<file path="src/rtl/aes_round_scheduler.sv">
// Slot-shadow sequencer for the three-register, round-recirculating AES datapath.
// Optional build macro AES_SCHED_PERF_EN adds blk_count/hold_count performance counters.
module aes_round_scheduler #(
    parameter int unsigned ROUNDS = 10
) (
    input  logic       clk,
    input  logic       rst,
    input  logic       enable,
    input  logic       in_empty,
    input  logic       out_full,
    output logic       read_fifo,
    output logic       pipe_hold,
    output logic       out_write,
    output logic [3:0] key_addr,
    output logic [1:0] in_flight,
    output logic       idle
`ifdef AES_SCHED_PERF_EN
    ,
    output logic [15:0] blk_count,
    output logic [15:0] hold_count
`endif
);

    localparam logic [3:0] ROUND_LAST = 4'(ROUNDS);

    function automatic logic [3:0] next_round(input logic [3:0] r);
        return r + 4'd1;
    endfunction

    function automatic logic [1:0] count_valid(input logic va, input logic vb, input logic vc);
        return {1'b0, va} + {1'b0, vb} + {1'b0, vc};
    endfunction

    logic       a_vld_q, a_vld_d;
    logic [3:0] a_rnd_q, a_rnd_d;
    logic       b_vld_q, b_vld_d;
    logic [3:0] b_rnd_q, b_rnd_d;
    logic       c_vld_q, c_vld_d;
    logic [3:0] c_rnd_q, c_rnd_d;

    logic done;
    logic free;

    // Slot C sits at the datapath output/select point, so it alone decides retire, hold and refill.
    always_comb begin
        done      = c_vld_q && (c_rnd_q == ROUND_LAST);
        pipe_hold = done && out_full;
        out_write = done && !out_full;
        free      = !c_vld_q || out_write;
        read_fifo = free && enable && !in_empty;
        key_addr  = b_vld_q ? b_rnd_q : 4'd0;
        in_flight = count_valid(a_vld_q, b_vld_q, c_vld_q);
        idle      = (in_flight == 2'd0);
    end

    always_comb begin
        a_vld_d = a_vld_q;
        a_rnd_d = a_rnd_q;
        b_vld_d = b_vld_q;
        b_rnd_d = b_rnd_q;
        c_vld_d = c_vld_q;
        c_rnd_d = c_rnd_q;
        if (!pipe_hold) begin
            if (read_fifo) begin
                a_vld_d = 1'b1;
                a_rnd_d = 4'd0;
            end else if (free) begin
                a_vld_d = 1'b0;
                a_rnd_d = 4'd0;
            end else begin
                a_vld_d = c_vld_q;
                a_rnd_d = c_rnd_q;
            end
            b_vld_d = a_vld_q;
            b_rnd_d = a_rnd_q;
            // A round is counted as complete when the block leaves section B.
            if (b_vld_q) begin
                c_vld_d = 1'b1;
                c_rnd_d = next_round(b_rnd_q);
            end else begin
                c_vld_d = 1'b0;
                c_rnd_d = 4'd0;
            end
        end
    end

    always_ff @(posedge clk) begin
        if (rst) begin
            a_vld_q <= 1'b0;
            a_rnd_q <= 4'd0;
            b_vld_q <= 1'b0;
            b_rnd_q <= 4'd0;
            c_vld_q <= 1'b0;
            c_rnd_q <= 4'd0;
        end else begin
            a_vld_q <= a_vld_d;
            a_rnd_q <= a_rnd_d;
            b_vld_q <= b_vld_d;
            b_rnd_q <= b_rnd_d;
            c_vld_q <= c_vld_d;
            c_rnd_q <= c_rnd_d;
        end
    end

`ifdef AES_SCHED_PERF_EN
    function automatic logic [15:0] sat_inc(input logic [15:0] v);
        return (v == 16'hFFFF) ? v : v + 16'd1;
    endfunction

    logic [15:0] blk_count_q, blk_count_d;
    logic [15:0] hold_count_q, hold_count_d;

    always_comb begin
        blk_count_d  = out_write ? sat_inc(blk_count_q) : blk_count_q;
        hold_count_d = pipe_hold ? sat_inc(hold_count_q) : hold_count_q;
    end

    always_ff @(posedge clk) begin
        if (rst) begin
            blk_count_q  <= 16'd0;
            hold_count_q <= 16'd0;
        end else begin
            blk_count_q  <= blk_count_d;
            hold_count_q <= hold_count_d;
        end
    end

    assign blk_count  = blk_count_q;
    assign hold_count = hold_count_q;
`endif

endmodule

</file>
<file path="config.mk">
export PLATFORM = sky130hd
export DESIGN_NAME = aes_round_scheduler
export DESIGN_NICKNAME = d
export VERILOG_FILES = /design/src/rtl/aes_round_scheduler.sv
export SDC_FILE = /design/constraint.sdc
export NUM_CORES = 1
export LEC_CHECK = 0
export CAP_MARGIN = 20
export CORE_MARGIN = 2
export CORE_UTILIZATION = 51
export DETAILED_ROUTE_END_ITERATION = 12
export GPL_TIMING_DRIVEN = 0
export PLACE_DENSITY = 0.8
export SLEW_MARGIN = 20
export SYNTH_ARGS = -nofsm -noshare
export SYNTH_HDL_FRONTEND = slang
export SYNTH_SLANG_ARGS = --single-unit
</file>
<file path="constraint.sdc">
create_clock -name clk -period 3.35 [get_ports clk]
set_input_delay 0.5025 -clock clk [delete_from_list [all_inputs] [get_ports clk]]
set_output_delay 0.5025 -clock clk [all_outputs]
set_load 0.005 [all_outputs]
</file>
==> metrics.md <==
| Metric | Value |
|---|---|
| Die Y | 40.80 um |
| Share of post-route cells with drive strength above 1 | 0.1010 |
| Worst setup path category | in -> out |
| DR WL/cell | 13.70 um |
| Internal Power | 237.2 uW |
| Post-route antenna net violation count | 0 |
| CP startpoint kind | primary input |
| Skew-Pair Late Insertion Delay | 0.30 ns |
| Maximum vdd drop | 0.0002566 V |
| Slowest cell delay on critical path | 0.62 ns |
| Initial antenna violation count | 0 |
| CTS tree | yes |
| Layout Nets | 107 |
| Combinational share of power | 0.074 |
| Reported leakage power | 0.3295 nW |
| Initial DRC count | 24 |
| CP max FO | 7 |
| Vias | 619 |
| CTS Hold Buffers Added | 0 |
| Rows | 13 |
| Cell count after synthesis | 81 |
| Fin crit share | 0.8260 |
| Max Clk Rate | 0.3614 GHz |
| Layout Skew | 0.004831 ns |
| Die W | 40.80 um |
| Largest family of logic cells by synthesized area | simple AND/OR/NAND/NOR gates |
| Post-CTS Setup Bufs | 0 |
| Seq cells post-synth | 15 |
| Clock transition at path regs | 0.09 ns |
| Crit-path cells | clkdlybuf4s50_1 > and3_1 > nand2_1 > inv_1 > clkdlybuf4s50_1 |
| Remaining Overflow, GRT | 0 |
| Most common cell on crit path | clkdlybuf4s50_1 |
| Max-cap violations | 0 |
| First-pass GRT wire length | 2.435 mm |
| Pwr per Cell Area | 358.8 nW/um^2 |
| Seq/Total Area, Yosys | 0.4348 |
| Synth Area in Adders | 0.04710 |
| Share of total power in the clock network | 0.351 |
| Hold Vio Cnt, Final | 0 |
| Status | finished, final reports clean |
| RSZ-0062 raised after global routing | no |
| DRT Pass-1 Iters | 4 |
| Residual DRC | 0 |
| Net Count, Synth | 88 |
| Most common cell after layout, fill and taps aside | dfxtp_1 |
| Num CTS Buffers | 3 |
| Setup TNS | 0 ns |
| Synth-to-Final Area Change | 26.99% |
| Crit path max-delay cell type | clkdlybuf4s50_1 |
| Via density per instance | 5.430 |
| Worst Setup End Kind | output port |
| Xor and xnor area share after synthesis | 0.01268 |
| Min Tclk post-route | 2.767 ns |
| Syn_area_per_cell | 8.527 um^2 |
| Complex-gate fraction of the synthesized area | 0.1703 |
| Synth cell types | 27 |
| Simple-gate share of the synthesized area | 0.2717 |
| Sw Pwr | 77.49 uW |
| Largest net degree at the start of global routing | 11 |
| Critical Path AT | 2.26 ns |
| Fin util | 0.6826 |
| Slew Limit Fails | 0 |
| GP Congestion | 0.8614 |
| Overall Power | 314.7 uW |
| Clk buf depth | 2 |
| Drt total wl | 1.562 mm |
| CP required | 2.85 ns |
| Hold Crit Class | reg -> reg |
| Global Route Usage Sum | 0.2399 |
| Dpl ws | 0.6073 ns |
| Setup Viol. Count Final | 0 |
| Mux cell area share after synthesis | 0 |
| Slew HR | 0.7074 |
| Clock Sink Count | 15 |
| Synth warnings | 0 |
| Core outline area | 1285 um^2 |
| Vias in the first global route | 555 |
| Commonest cells after routing, fill and taps aside | 15 x dfxtp_1, 14 x clkdlybuf4s50_1, 8 x inv_1, 7 x a21oi_1 |
| Dpl hpwl | 1.147 mm |
| DIE AREA | 1665 um^2 |
| Initial Util | 0.5375 |
| H-tree depth | 1 |
| Root Buffer Master | clkbuf_4 |
| Port buffer count | 14 |
| Synth Cell Area | 690.7 um^2 |
| N_diodes | 0 |
| Post_cts resized | 0 |
| Setup WS post-layout | 0.5828 ns |
| Power share of the sequential group | 0.575 |
| Measured slew at the worst slew-check pin | 0.4390 ns |
| I/O pins | 15 |
| Switching share of power | 0.2462 |
-- worst max-delay path, delay by kind of cell --
family | cells | cell delay, ns
and+or+nand+nor | 2 | 0.46
buffers and inverters | 3 | 1.30
-- power by group through the flow --
stage          logic (mW)  clock network, mW  registers (mW)
6_report           0.0232              0.110           0.181
5_1_grt            0.0259              0.119           0.181
2_1_floorplan     0.00900                  0           0.185
4_1_cts            0.0235              0.115           0.181
3_3_place_gp       0.0228                  0           0.185
3_5_place_dp       0.0235                  0           0.185
-- kinds of logic (layout without fill, tap and decap cells) --
kind of cell	after synthesis	count (layout)
adder cells (fa/ha/maj)	2	2
buffers and inverters	11	29
AND/OR/NAND/NOR	34	34
AO/OA/AOI/OAI	18	18
XOR/XNOR	1	1
flip-flops	15	15
-- per-layer routing --
| layer | global-route usage | routed length [um] | vias up |
|---|---|---|---|
| li1 | - | - | 318 |
| met1 | 0.2862 | 701 | 276 |
| met2 | 0.3633 | 730 | 21 |
| met3 | 0.09783 | 103 | 4 |
| met4 | 0.1250 | 27 | 0 |
| met5 | 0 | 0 | - |
-- registers in the layout, summed over array words and instances, names as in the netlist --
register / flops
a_rnd_q: 4
b_rnd_q: 4
c_rnd_q: 4
a_vld_q: 1
b_vld_q: 1
c_vld_q: 1
-- cell usage after synthesis (all sizes together) --
master,number,share of area
a211oi,2,0.022
a21oi,7,0.051
a311o,1,0.014
a31o,2,0.025
a31oi,1,0.0091
and2,4,0.036
and2b,1,0.011
and3,1,0.0091
buf,2,0.014
clkbuf,1,0.0054
dfxtp,15,0.43
fa,1,0.029
ha,1,0.018
inv,8,0.043
nand2,6,0.033
nand2b,3,0.027
nand3,6,0.043
nand4,1,0.0091
nor2,2,0.011
nor3,6,0.043
nor3b,1,0.018
nor4,2,0.018
o21ai,3,0.022
o22ai,1,0.0091
o31ai,1,0.018
or3b,1,0.013
xnor2,1,0.013
-- layout make-up --
| type | count | area (um^2) |
|---|---|---|
| fillers | 116 | 407.9 |
| multi-input cells | 55 | 346.6 |
| flip-flops and latches | 15 | 300.3 |
| repair buffers | 14 | 140.1 |
| inverters | 8 | 30.03 |
| clock buffers | 3 | 22.52 |
| well taps | 15 | 18.77 |
| plain buffers | 3 | 13.76 |
| clock inverters | 1 | 5.005 |
-- worst paths after layout --
| check | slack, ns | from | cells past startpoint | end |
|---|---|---|---|---|
| max | 0.58 | out_full | 5 | pipe_hold |
| min | 0.46 | c_rnd_q[1] | 2 | a_rnd_q[1] |
| max reg2reg | 1.94 | c_rnd_q[0] | 4 | a_rnd_q[2] |
| min reg2reg | 0.46 | c_rnd_q[1] | 2 | a_rnd_q[1] |
-- through the flow --
stage	hold WS, ns	instance area [um^2]	std cells
after floorplan	0.4264	690.7	81
after global placement	0.4404	849.6	110
after detailed placement	0.4505	849.6	110
after CTS	0.4595	877.1	114
after global routing	0.4720	877.1	114
final	0.4623	877.1	114
Power figures use the tool's default switching activity.
